--- src/rtl/pipe_reg_chain.sv ---
// Parametrised valid/ready pipeline register chain with per-stage back-pressure and synchronous flush.
// Optional stall counter output enabled by defining PIPE_REG_STATS_EN.
module pipe_reg_chain #(
  parameter int unsigned      WIDTH     = 32,
  parameter int unsigned      DEPTH     = 1,
  parameter logic [WIDTH-1:0] RESET_VAL = '0
`ifdef PIPE_REG_STATS_EN
  , parameter int unsigned    CNT_W     = 16
`endif
) (
  input  logic             clk,
  input  logic             clr,
  input  logic             flush,
  input  logic             in_valid,
  output logic             in_ready,
  input  logic [WIDTH-1:0] in_data,
  output logic             out_valid,
  input  logic             out_ready,
  output logic [WIDTH-1:0] out_data
`ifdef PIPE_REG_STATS_EN
  , output logic [CNT_W-1:0] stall_cnt
`endif
);

  logic [DEPTH-1:0] v;
  logic [DEPTH-1:0] rdy;
  logic [WIDTH-1:0] d [DEPTH];

  // Ready ripples from the output back toward stage 0; an empty stage is always ready.
  always_comb begin
    logic r;
    int unsigned k;
    rdy = '0;
    r   = out_ready;
    for (int unsigned i = 0; i < DEPTH; i++) begin
      k      = DEPTH - 1 - i;
      r      = !v[k] | r;
      rdy[k] = r;
    end
  end

  always_ff @(posedge clk or posedge clr) begin
    if (clr) begin
      v <= '0;
      for (int unsigned k = 0; k < DEPTH; k++) d[k] <= RESET_VAL;
    end else if (flush) begin
      v <= '0;
    end else begin
      if (rdy[0]) begin
        v[0] <= in_valid;
        d[0] <= in_data;
      end
      for (int unsigned k = 1; k < DEPTH; k++) begin
        if (rdy[k]) begin
          v[k] <= v[k-1];
          d[k] <= d[k-1];
        end
      end
    end
  end

  assign in_ready  = rdy[0] & !flush;
  assign out_valid = v[DEPTH-1] & !flush;
  assign out_data  = d[DEPTH-1];

`ifdef PIPE_REG_STATS_EN
  // Saturating count of cycles where valid output data was refused downstream.
  always_ff @(posedge clk or posedge clr) begin
    if (clr) begin
      stall_cnt <= '0;
    end else if (out_valid && !out_ready && (stall_cnt != '1)) begin
      stall_cnt <= stall_cnt + CNT_W'(1);
    end
  end
`endif

endmodule

--- config.mk ---
export PLATFORM = sky130hd
export DESIGN_NAME = pipe_reg_chain
export DESIGN_NICKNAME = d
export VERILOG_FILES = /design/src/rtl/pipe_reg_chain.sv
export SDC_FILE = /design/constraint.sdc
export NUM_CORES = 1
export LEC_CHECK = 0
export ABC_CLOCK_PERIOD_IN_PS = 1690
export BUFFER_PORTS_ARGS = -buffer_cell sky130_fd_sc_hd__buf_4
export CORE_MARGIN = 4
export CORE_UTILIZATION = 44
export CTS_CLUSTER_SIZE = 10
export DETAILED_ROUTE_END_ITERATION = 7
export PLACE_DENSITY = 0.83
export SYNTH_ARGS = -nofsm -noshare
export SYNTH_HDL_FRONTEND = slang
export SYNTH_SLANG_ARGS = --single-unit
export TNS_END_PERCENT = 10
--- constraint.sdc ---
create_clock -name clk -period 1.69 [get_ports clk]
set_input_delay 0.2535 -clock clk [delete_from_list [all_inputs] [get_ports clk]]
set_output_delay 0.2535 -clock clk [all_outputs]
set_load 0.02 [all_outputs]
=== Word level (Yosys, flattened, before mapping) ===
Cells that the tools add are included.

* Output and inout port bits: 34
* Bits in registers: 33
* Input port bits: 37
* Logic and storage cells: 12

* Reduce and logical (&&, ||, !) cells: 4
* Muxes and demuxes: 2
* Bitwise operators: 4

{| class="wikitable"
|+ Operators by type and width
! operator !! count
|-
| 1-bit bitwise AND || 2
|-
| 1-bit zero test || 2
|-
| 1-bit 2-to-1 mux || 2
|-
| 2-bit AND reduction || 1
|-
| 2-bit nonzero test || 1
|-
| 1-bit NOT || 1
|-
| 1-bit bitwise OR || 1
|}

=== Longest topological paths before layout ===
Gate-level depths: netlist (run 1).

* Word-level depth: 4
* Depth in mapped cells: 4
* Mapped depth without buffers: 3

=== Least setup slack after synthesis (run 1) ===
No wires, ideal clock.

* Kind: register -> register
* Start point: register v
* End point: register d (netlist bit out_data[10])
* Library setup time: 125 ps
* Arrival: 1,106 ps
* Data required time: 1,565 ps
* Cell stages (with the launch flop): 5
* Period minus slack after synthesis: 1,231 ps
* Path buffers: 1
* Slack: 459 ps
* Path through: dfrtp_1 -> nor2b_4 -> nor2_8 -> buf_12 -> mux2_4

* Longest elaborated chain between the ends: 3

{| class="wikitable"
|+ RTL lines
! element !! line !! text
|-
| start, declared || 25 || <nowiki>logic [DEPTH-1:0] v;</nowiki>
|-
| start signal, assigned by index || 55 || <nowiki>v[k] <= v[k-1];</nowiki>
|-
| 1-bit zero test || 37 || <nowiki>r = !v[k] | r;</nowiki>
|-
| 1-bit bitwise OR || 37 ||
|-
| 2-bit AND reduction (no source line) || - ||
|-
| end signal, assigned by index || 56 || <nowiki>d[k] <= d[k-1];</nowiki>
|-
| end, declared || 27 || <nowiki>logic [WIDTH-1:0] d [DEPTH];</nowiki>
|}

No other way between the ends.
A chain may end at the register's enable or synchronous reset.

=== Worst setup path in the final report (run 1) ===
* Start point: register v
* End point: output port in_ready

* Longest elaborated chain between the ends: 3

{| class="wikitable"
|+ RTL lines
! element !! line !! text
|-
| 1-bit zero test || 37 ||
|-
| 1-bit bitwise OR || 37 ||
|-
| 1-bit bitwise AND || 62 || <nowiki>assign in_ready = rdy[0] & !flush;</nowiki>
|-
| end, declared || 15 || <nowiki>output logic in_ready,</nowiki>
|}

No other way between the ends.

==> run summary, run 1 <==
The flow ran to the end, and the final reports show no timing, DRC or antenna violations. The number of vias after detailed routing is 893. The timing-limited maximum frequency came out at roughly 640 MHz. The worst-margin pin slew is 0.4060 ns. The post-detailed-route DRC marker count came out at 0.

The placement row count is 20. The endpoint required time on the critical path came out at 1.44 ns. The length of routed met3 wiring is 212 um.

The count of TritonRoute iterations in the first routing pass came out at 4. Cell internal power was estimated by the tool at 0.001453 W. The area occupied by registers is approximately 830 um^2. Across the routed clock network, the largest skew measured is 0.01045 ns. The signal arrival time at the worst endpoint is 1.32 ns. Subtracting the final worst setup slack from the clock period gives 1.571 ns. The met2 wire length came out at ~1700 um.

Setup repair after global routing left no endpoint under its margin. The routed metal-1 wire length came out at around 1200 um. The power share of the clock group came out at 24.9%. The count of unique library cells instantiated by Yosys is 9.

The switching share of power came out at roughly 29%. The power per unit of standard cell area came out at 998.2 nW/um^2. The net count after synthesis is 111. The final-report hold violation count is 0. The fraction of synthesized cell area taken by the top area cell type came out at between 50% and 60%. The post-detailed-route wirelength per cell came out at 15.87 um.

The clock tree buffer depth came out at 2. In this design, the stage delay of the slowest critical-path cell is 0.39 ns. The initial antenna violation count was 0.

The worst slew margin relative to its limit is 72.93%. The clock transition at the register clock pins on the worst setup and hold paths after CTS came out at between 0.1 and 0.15 ns. The number of max-slew violations in the final report is 0. The total wire length came out at ~3100 um. The number of top-level design ports came out at 71. The slowest stage of the critical path belongs to the cell dfrtp_1. The multi-input logic area came out at slightly above 500 um^2. The CTS tree is yes. Once the floorplan was initialized, standard cells occupied between 40% and 50% of the core.

The core area is slightly above 3000 um^2. The H-tree was split into 2 levels. By area the synthesized netlist is led by dfrtp_1 59%, mux2_4 31%, buf_12 4.3%, mux2_2 2.4%, nor2_8 1.4%. In this run, placement finished with an instance count of 188. The count of state elements after synthesis is 33. The number of fill cells came out at between 200 and 250. The number of port buffers is 70. Adding up every negative setup slack in the final design gives 0 ns. The total setup violations reported at the end of the flow came out at 0.

The final net count is 188. The antenna diode count came out at 0. The worst setup path is captured at a primary output. The die is around 65 um wide. The area of the die came out at 4165 um^2.

The category of the worst setup path launch point is a flop. The kind of path behind the tightest hold check is in2async. The number of clock buffers inserted by TritonCTS is 5. The part of the cycle the worst path needs came out at between 90% and 100%. The fraction of final layout cells with drive strength greater than 1 came out at 75.66%.

Summed over all layers, the global routing overflow is 0. The finished layout holds about 200 standard cells, fillers aside. The critical path is of the reg2out type.

The logic gate share of total power came out at 28.5%. The final estimated routing congestion in global placement is roughly 0.7. The switching power is 0.0005792 W. The via count of the first global-routing pass came out at 1084. The half-perimeter wire length of the detailed placement result is 2373 um. The ratio of routed vias to standard cells is 4.556. The global-route total usage across every layer came out at 16.20%. The fraction of the yosys area taken by sequential cells is approximately 59%. The synthesized area divided by synthesized cell count came out at 19.00 um^2. The count of synthesis-stage warnings from yosys is 0. The cell area after placement came out at 1962 um^2.

The clock net in this run drives a total of 33 sinks. Measured along the y axis, the die boundary spans 64.54 um. IR analysis of the VDD net gives a maximum drop of 0.5982 mV.

Clock latency on the worst-skew pair, taken at its later pin, is around 0.33 ns. The synthesis-to-finish area growth came out at 44.75%. The max-cap violation count is 0.

The pin count of the biggest net entering global routing came out at 34. The share of total power in sequential cells is 46.7%. The signal on the critical path passes through nor2b_4 > nor2_8 > buf_6 > buf_4.

For this block, the initial DRC count from the detailed router was 48. The highest metal layer carrying signal wires in the routed design is met4. Synthesis handed over a netlist of 74 instances. The total standard cell area after synthesis came out at 1406 um^2. The tree is rooted in a clkbuf_4. The count of buffers added by post-CTS timing repair for setup came out at 0. The number of nets with antenna violations after detailed routing came out at 0.

The post-layout instance area came out at about 2000 um^2. The synthesized design spends more area on one cell type than any other, namely dfrtp_1. Along the worst path, the maximum fanout reaches 12.

The first global-routing pass estimated 4995 um of wire. The reported leakage power is 1.054 nW.
## stage by stage
step                utilization (%)  power (W)  hold slack, ns  worst slack [ns]
floorplan                         -   0.001288          0.3199            0.4587
global placement              64.26   0.001527          0.3587            0.4364
detailed placement            64.26   0.001546          0.3765            0.3851
CTS                           66.56   0.002054         0.01029           0.02349
global route                  66.68   0.002136         0.01836           0.03875
finish                        66.68   0.002032        0.003305            0.1192
## synth_stat cells
cell / number
buf_12: 3
dfrtp_1: 33
inv_1: 1
mux2_2: 3
mux2_4: 29
nor2_1: 2
nor2_8: 1
nor2b_1: 1
nor2b_4: 1
## registers in the layout (all words and copies together) (netlist names)
register  flops
out_data     32
v             1
## worst max-delay path: cells and delay by family, from the launching register on
family | cells | cell delay, ns
buffers and inverters | 2 | 0.36
flip-flops | 1 | 0.39
AND/OR/NAND/NOR | 2 | 0.24
## what timing repair did
action                                  in CTS  in global routing
endpoints found under the setup margin       0                  1
hold buffers                                 0                  0
resized for setup                            0                  1
## placed cells by master (no fill, tap or decap)
master and n:
nor2b_1 1, mux2_2 3, inv_1 1, clkbuf_4 5, nor2b_4 1, clkinv_2 1
nor2_1 2, mux2_4 29, buf_6 1, clkbuf_8 2, dfrtp_1 33, buf_12 1
nor2_8 1, buf_4 71
## area by class of cell
cell class / count / area share (%)
Sequential cell: 33 / 40.57
Tap cell: 44 / 2.704
Clock buffer: 7 / 3.196
Clock inverter: 1 / 0.2459
Timing Repair Buffer: 73 / 27.72
Inverter: 1 / 0.1844
Multi-Input combinational cell: 37 / 25.38
## path summary, 6_finish.rpt
path	start	slack [ns]	end	depth (start not counted)
min	clr	0.003	out_data[21]	3
max in group asynchronous	clr	1.38	out_data[14]	3
min in group clk	flush	0.14	v	2
min reg2reg	out_data[2]	0.52	out_data[2]	1
max	v	0.12	in_ready	4
max reg2reg	v	0.40	out_data[3]	4
## kinds of logic after synthesis
logic type    synth area share [%]
simple gates                 3.381
flops                        58.72
buf+inv                      4.537
mux                          33.36
## metal layers
| layer | global-route usage (%) | vias up |
|---|---|---|
| met5 | 0 | - |
| met4 | 7.124 | 0 |
| met3 | 5.026 | 4 |
| met2 | 28.48 | 42 |
| met1 | 17.91 | 438 |
| li1 | - | 409 |
## power groups by stage
stage / Sequential (W) / Combinational (W) / Clock [W]
after floorplan: 0.00107 / 0.000217 / 0
after global placement: 0.000957 / 0.000570 / 0
after detailed placement: 0.000961 / 0.000586 / 0
after CTS: 0.000949 / 0.000586 / 0.000520
after global routing: 0.000961 / 0.000610 / 0.000565
final: 0.000948 / 0.000578 / 0.000506
No activity file was read; power rests on OpenSTA's default activity.
==> inputs of run 2 (changes only) <==
CAP_MARGIN = 5   (was not set)
PLACE_DENSITY = 0.79   (was 0.83)
==> run 2 against run 1 <==
Net effect: final area up 0.43%; non-clock buffer count up 1; via count down 1.8%; critical endpoint unchanged; largest power group unchanged; power down 2.3%; die area unchanged; core utilization up 0.29 points; count of clock-buffer cells in the layout down 1; clock power down 8.7%; highest routed layer unchanged; largest cell class unchanged; critical path depth unchanged.
==> run summary, run 2 (synthesis gave the netlist of run 1 again) <==
Most frequent cells in the layout: 71 x buf_4, 33 x dfrtp_1, 29 x mux2_4 (unchanged). The part of the cycle the worst path needs is 95.03% (was 92.95%). The fraction of final layout cells with drive strength greater than 1 was 75.16% (was 75.66%).

The count of TritonRoute iterations in the first routing pass is 4 (unchanged). The number of nets with antenna violations after detailed routing was 0 (unchanged). The final cell count without fillers was 197 (was 196). The cell area after placement is 1962 um^2 (unchanged). Outcome: finished, final reports clean (unchanged).

The cell-internal power came out at 0.001417 W (was 0.001453 W). The category of the worst setup path launch point was a flop (unchanged). The switching share of power is 28.61% (was 28.50%).

The half-perimeter wire length of the detailed placement result came out at 2161 um (was 2373 um). The worst-skew pair later-pin latency is 0.33 ns (about the same). The highest ir drop seen on vdd is 0.5302 mV (was 0.5982 mV). The worst slack on hold paths came to 0.1205 ns (was 0.003305 ns). The post-layout instance area came to 2044 um^2 (was 2036 um^2). The number of port buffers is 70 (unchanged). The ratio of routed vias to standard cells came to 4.452 (was 4.556). The total setup violations reported at the end of the flow came out at 0 (unchanged). The pin count of the biggest net entering global routing came out at 34 (unchanged). The most frequent standard cell in the layout excluding fill and tap cells is buf_4 (unchanged). The synthesis-to-finish area growth is 45.37% (was 44.75%). The CTS tree was yes (unchanged).

The share of total power in sequential cells is 47.6% (was 46.7%). The kind of path behind the tightest hold check was in2reg (was in2async). The clock tree buffer depth is 2 (unchanged). The number of max-slew violations in the final report came out at 0 (unchanged). The post-detailed-route wirelength per cell came out at 14.29 um (was 15.87 um).

The number of vias after detailed routing is 877 (was 893). The placement row count is 20 (unchanged). The worst slew margin relative to its limit came to 73.47% (was 72.93%). The die extent in x was 64.54 um (unchanged).

The post-detailed-route DRC marker count was 0 (unchanged). The final-report hold violation count came out at 0 (unchanged). The endpoint required time on the critical path is 1.44 ns (about the same). The core area came out at 3053 um^2 (unchanged). The count of buffers added by post-CTS timing repair for setup is 0 (unchanged). The critical setup path kind is reg2out (unchanged). The kind of end point of the critical path is a primary output (unchanged).

The via count of the first global-routing pass is 949 (was 1084). The antenna diode count is 0 (unchanged). The signal arrival time at the worst endpoint came out at 1.35 ns (was 1.32 ns).

The final net count is 189 (was 188). The CTS root buffer is clkbuf_4 (unchanged). The number of flip-flops under the largest register name is 32 (unchanged).

The area of the die was 4165 um^2 (unchanged). The logic gate share of total power came to 29.1% (was 28.5%). The timing-limited maximum frequency is 622.7 MHz (was 636.6 MHz). The count of clock tree sinks came to 33 (unchanged).

The global-route total usage across every layer came to 14.86% (was 16.20%). The number of top-level design ports is 71 (unchanged). The number of fill cells is 244 (was 235). The floorplan die height came to 64.54 um (unchanged). The final estimated routing congestion in global placement is 0.7069 (was 0.6992).

The fraction of the core area covered by cells at the end of the flow came out at 66.97% (was 66.68%). The power share of the clock group came out at 23.3% (was 24.9%). The minimum clock period after layout came to 1.606 ns (was 1.571 ns).

The reported leakage power is 1.056 nW (was 1.054 nW). The worst-margin pin slew came out at 0.3979 ns (was 0.4060 ns). The placed instance count came out at 188 (unchanged). The H-tree depth reported by CTS came out at 2 (unchanged).

The switching power came out at 0.0005677 W (was 0.0005792 W). The starting density of the core came out at 46.07% (unchanged). The worst setup skew after layout came out at 0.01614 ns (was 0.01045 ns). The number of clock buffers inserted by TritonCTS came out at 5 (unchanged). The DRC violation total after the first TritonRoute iteration is 40 (was 48). The power per unit of standard cell area was 970.7 nW/um^2 (was 998.2 nW/um^2). The max-cap violation count is 0 (unchanged). The remaining global-route overflow came out at 0 (unchanged). The first-pass GRT wire length came out at 4643 um (was 4995 um). The initial antenna violation count is 0 (unchanged). The largest driver fanout on the critical path is 16 (was 12). The aggregate negative setup slack came out at 0 ns (unchanged). The total wire length is 2815 um (was 3111 um). Setup repair after global routing missed its margin: no (unchanged). The clock transition at the register clock pins on the worst setup and hold paths after CTS is 0.11 ns (about the same).
run 2: cell count changes in the layout (fill, tap and decap cells not counted), sizes merged:
cell / change
clkbuf: -1
clkinv: +1
dlygate4sd3: +1
run 2: repair_timing:
action,4_1_cts,5_1_grt
gates resized for setup,1,1
endpoints found under the setup margin,1,1
endpoints found under the hold margin,20,0
hold buffers,1,0
run 2: layer usage:
layer	vias to the layer above	global-route usage [%]	wire length, um	share of wire (%)
met5	-	0	0	0
met3	5	6.412	216	7.7
met1	419	18.13	1131	40
met4	0	3.958	29	1.0
met2	41	24.10	1437	51
li1	412	-	-	-
run 2: power by group through the flow:
stage / logic (W) / clock network, W / registers [W]
after global placement: 0.000570 / 0 / 0.000956
final: 0.000578 / 0.000462 / 0.000945
after CTS: 0.000586 / 0.000485 / 0.000947
after global routing: 0.000612 / 0.000522 / 0.000961
after detailed placement: 0.000582 / 0 / 0.000959
after floorplan: 0.000217 / 0 / 0.00107
run 2: cell type report:
class                   instances  area [um^2]  share of cell area [%]
flip-flops and latches         33        825.8                   40.39
repair buffers                 74        578.1                   28.27
multi-input cells              37        516.7                   25.28
well taps                      44        55.05                   2.693
clock buffers                   6        51.30                   2.509
clock inverters                 2        13.76                  0.6732
inverters                       1        3.754                  0.1836
run 2: worst paths after layout:
check                              from            to  slack, ns  cells after the start
hold / removal                    flush             v       0.12                      2
setup / recovery                      v      in_ready       0.08                      4
hold reg to reg            out_data[14]  out_data[14]       0.52                      1
min in group asynchronous           clr  out_data[10]       0.55                      4
max in group asynchronous           clr  out_data[14]       0.84                      4
setup reg to reg                      v  out_data[15]       0.41                      4
run 2: critical path, stage by stage, from the launching register on:
cell and delay [ns]:
dfrtp_1 0.39, nor2b_4 0.14, nor2_8 0.10, buf_8 0.21, buf_4 0.17
run 2: through the flow:
step	setup slack, ns	total power [W]
after floorplan	0.4587	0.001288
after global placement	0.3703	0.001526
after detailed placement	0.3341	0.001541
after CTS	0.03429	0.002019
after global routing	0.007298	0.002095
final	0.08407	0.001985
==> inputs of run 3 (changes only) <==
CORE_MARGIN = 2   (was 4)
==> run 3 against run 2 <==
Net effect: power decreased by 3.6%; count of clock-buffer cells in the layout decreased by 1; die area decreased by 12%.
==> run summary, run 3 (synthesis gave the netlist of run 1 again) <==
Outcome: finished, final reports clean (unchanged). The count of buffers added by post-CTS timing repair for setup is 0 (unchanged). The clock transition at the register clock pins on the worst setup and hold paths after CTS is 0.10 ns (was 0.11 ns). The buffer and inverter count on the worst path came out at 2 (unchanged). The fraction of the core area covered by cells at the end of the flow is 65.78% (was 66.97%). The largest driver fanout on the critical path came to 15 (was 16).

The DRC violation total after the first TritonRoute iteration came to 13 (was 40). The part of the cycle the worst path needs came to 94.08% (was 95.03%). Most frequent cells in the layout: 71 x buf_4, 33 x dfrtp_1, 29 x mux2_4 (unchanged). The pin count of the biggest net entering global routing is 34 (unchanged).

The core area came out at 3053 um^2 (unchanged). The remaining global-route overflow is 0 (unchanged). The power per unit of standard cell area came out at 952.1 nW/um^2 (was 970.7 nW/um^2). The worst setup skew after layout is 0.01011 ns (was 0.01614 ns).

The max-cap violation count is 0 (unchanged). The number of fill cells came out at 236 (was 244). The placement row count came out at 20 (unchanged). The antenna diode count is 0 (unchanged).

The half-perimeter wire length of the detailed placement result came out at 2160 um (was 2161 um). Setup repair after global routing missed its margin: no (unchanged). The final net count came out at 188 (was 189).

The signal arrival time at the worst endpoint came out at 1.34 ns (was 1.35 ns). The number of max-slew violations in the final report is 0 (unchanged). The kind of path behind the tightest hold check was in2async (was in2reg). The CTS root buffer is clkbuf_4 (unchanged). The kind of end point of the critical path is a primary output (unchanged).

The synthesis-to-finish area growth came out at 42.79% (was 45.37%). The post-detailed-route DRC marker count came out at 0 (unchanged). The reported leakage power came out at 1.039 nW (was 1.056 nW). The category of the worst setup path launch point is a flop (unchanged).

The highest ir drop seen on vdd came out at 0.4672 mV (was 0.5302 mV). The worst-skew pair later-pin latency came out at 0.33 ns (about the same). The worst-margin pin slew is 0.4184 ns (was 0.3979 ns). The maximum single-stage delay on the critical path came out at 0.38 ns (was 0.39 ns). The final cell count without fillers came out at 194 (was 197). The timing-limited maximum frequency is 628.9 MHz (was 622.7 MHz). The logic gate share of total power is 30.1% (was 29.1%).

The global-route total usage across every layer came out at 17.20% (was 14.86%). The number of port buffers came out at 70 (unchanged). The switching share of power came out at 29.10% (was 28.61%).

The cell area after placement was 1962 um^2 (unchanged). The category of cells accounting for the largest share of critical-path delay is buffers and inverters (was flip-flops). The share of total power in sequential cells came out at 49.4% (was 47.6%). The worst slew margin relative to its limit is 72.11% (was 73.47%). The most frequent standard cell in the layout excluding fill and tap cells is buf_4 (unchanged).

The post-detailed-route wirelength per cell is 14.82 um (was 14.29 um). The count of clock tree sinks is 33 (unchanged). The initial antenna violation count is 0 (unchanged). Cells along the critical path: nor2b_4 > nor2_8 > buf_6 > buf_4 (was nor2b_4 > nor2_8 > buf_8 > buf_4). The total wire length came out at 2876 um (was 2815 um). The number of buffers inserted for hold repair after clock tree synthesis came out at 0 (was 1). The via count of the first global-routing pass is 950 (was 949). The power share of the clock group was 20.4% (was 23.3%). The placed instance count is 188 (unchanged).

The total power of the final layout came to 0.001912 W (was 0.001985 W). The final estimated routing congestion in global placement came out at 0.6662 (was 0.7069). The number of clock buffers inserted by TritonCTS came out at 5 (unchanged).

The ratio of routed vias to standard cells came out at 4.562 (was 4.452). The first-pass GRT wire length is 4381 um (was 4643 um). The cell with the biggest individual delay on the critical path is dfrtp_1 (unchanged). The post-layout instance area is 2008 um^2 (was 2044 um^2). The number of top-level design ports came to 71 (unchanged). The H-tree depth reported by CTS is 2 (unchanged). The number of flip-flops under the largest register name is 32 (unchanged).

The CTS tree is yes (unchanged). The fraction of final layout cells with drive strength greater than 1 came to 75.33% (was 75.16%). The number of nets with antenna violations after detailed routing came out at 0 (unchanged). The minimum clock period after layout is 1.590 ns (was 1.606 ns). The number of vias after detailed routing was 885 (was 877).

The floorplan die height is 60.54 um (was 64.54 um). The starting density of the core is 46.07% (unchanged). The clock tree buffer depth is 2 (unchanged). The switching power is 0.0005563 W (was 0.0005677 W). The count of TritonRoute iterations in the first routing pass is 2 (was 4). The cell-internal power came out at 0.001356 W (was 0.001417 W).

The area of the die is 3664 um^2 (was 4165 um^2). The post-CTS resize count is 1 (unchanged). The die extent in x is 60.54 um (was 64.54 um). The aggregate negative setup slack is 0 ns (unchanged). The final-report hold violation count is 0 (unchanged). The critical setup path kind is reg2out (unchanged). The endpoint required time on the critical path is 1.44 ns (about the same). The total setup violations reported at the end of the flow is 0 (unchanged).
run 3: cell count changes in the layout (fill, tap and decap cells not counted):
cell           change
dlygate4sd3_1      -1
buf_8              -1
buf_6              +1
clkbuf_8           -1
clkinv_4           -1
run 3: area by class of cell:
| type | instances | area (um^2) | share of cell area [%] |
|---|---|---|---|
| Tap cell | 44 | 55.05 | 2.741 |
| Clock buffer | 5 | 37.54 | 1.869 |
| Timing Repair Buffer | 73 | 564.3 | 28.10 |
| Multi-Input combinational cell | 37 | 516.7 | 25.73 |
| Sequential cell | 33 | 825.8 | 41.12 |
| Inverter | 1 | 3.754 | 0.1869 |
| Clock inverter | 1 | 5.005 | 0.2492 |
run 3: power by group through the flow:
stage / Clock [W] / Combinational [W] / Sequential [W]
after floorplan: 0 / 0.000217 / 0.00107
after global placement: 0 / 0.000570 / 0.000956
after detailed placement: 0 / 0.000583 / 0.000959
after CTS: 0.000410 / 0.000584 / 0.000947
after global routing: 0.000448 / 0.000608 / 0.000958
final: 0.000391 / 0.000576 / 0.000945
run 3: path summary, 6_finish.rpt:
| check | startpoint | slack [ns] | cells after the start | end |
|---|---|---|---|---|
| min | clr | 0.005 | 3 | out_data[29] |
| max reg2reg | v | 0.40 | 4 | out_data[2] |
| max in group asynchronous | clr | 1.37 | 3 | out_data[18] |
| max | v | 0.1 | 4 | in_ready |
| min reg2reg | out_data[8] | 0.52 | 1 | out_data[8] |
| min in group clk | flush | 0.14 | 2 | v |
run 3: metrics by stage:
step | worst slack, ns | hold slack, ns
after CTS | 0.06574 | 0.01068
final | 0.09998 | 0.005103
after floorplan | 0.4587 | 0.3199
after global routing | 0.01467 | 0.05035
after global placement | 0.3592 | 0.3646
after detailed placement | 0.3102 | 0.3796
run 3: layer usage:
metal  vias to the layer above  global-route usage [%]  wire, um
li1                        403                       -         -
met1                       436                   20.91      1147
met2                        42                   26.86      1474
met3                         4                   7.676       231
met4                         0                   7.143        23
met5                         -                       0         0
run 3: worst min-delay path, stage by stage:
cell,delay [ns]
buf_4,0.11
inv_1,0.04
buf_4,0.36
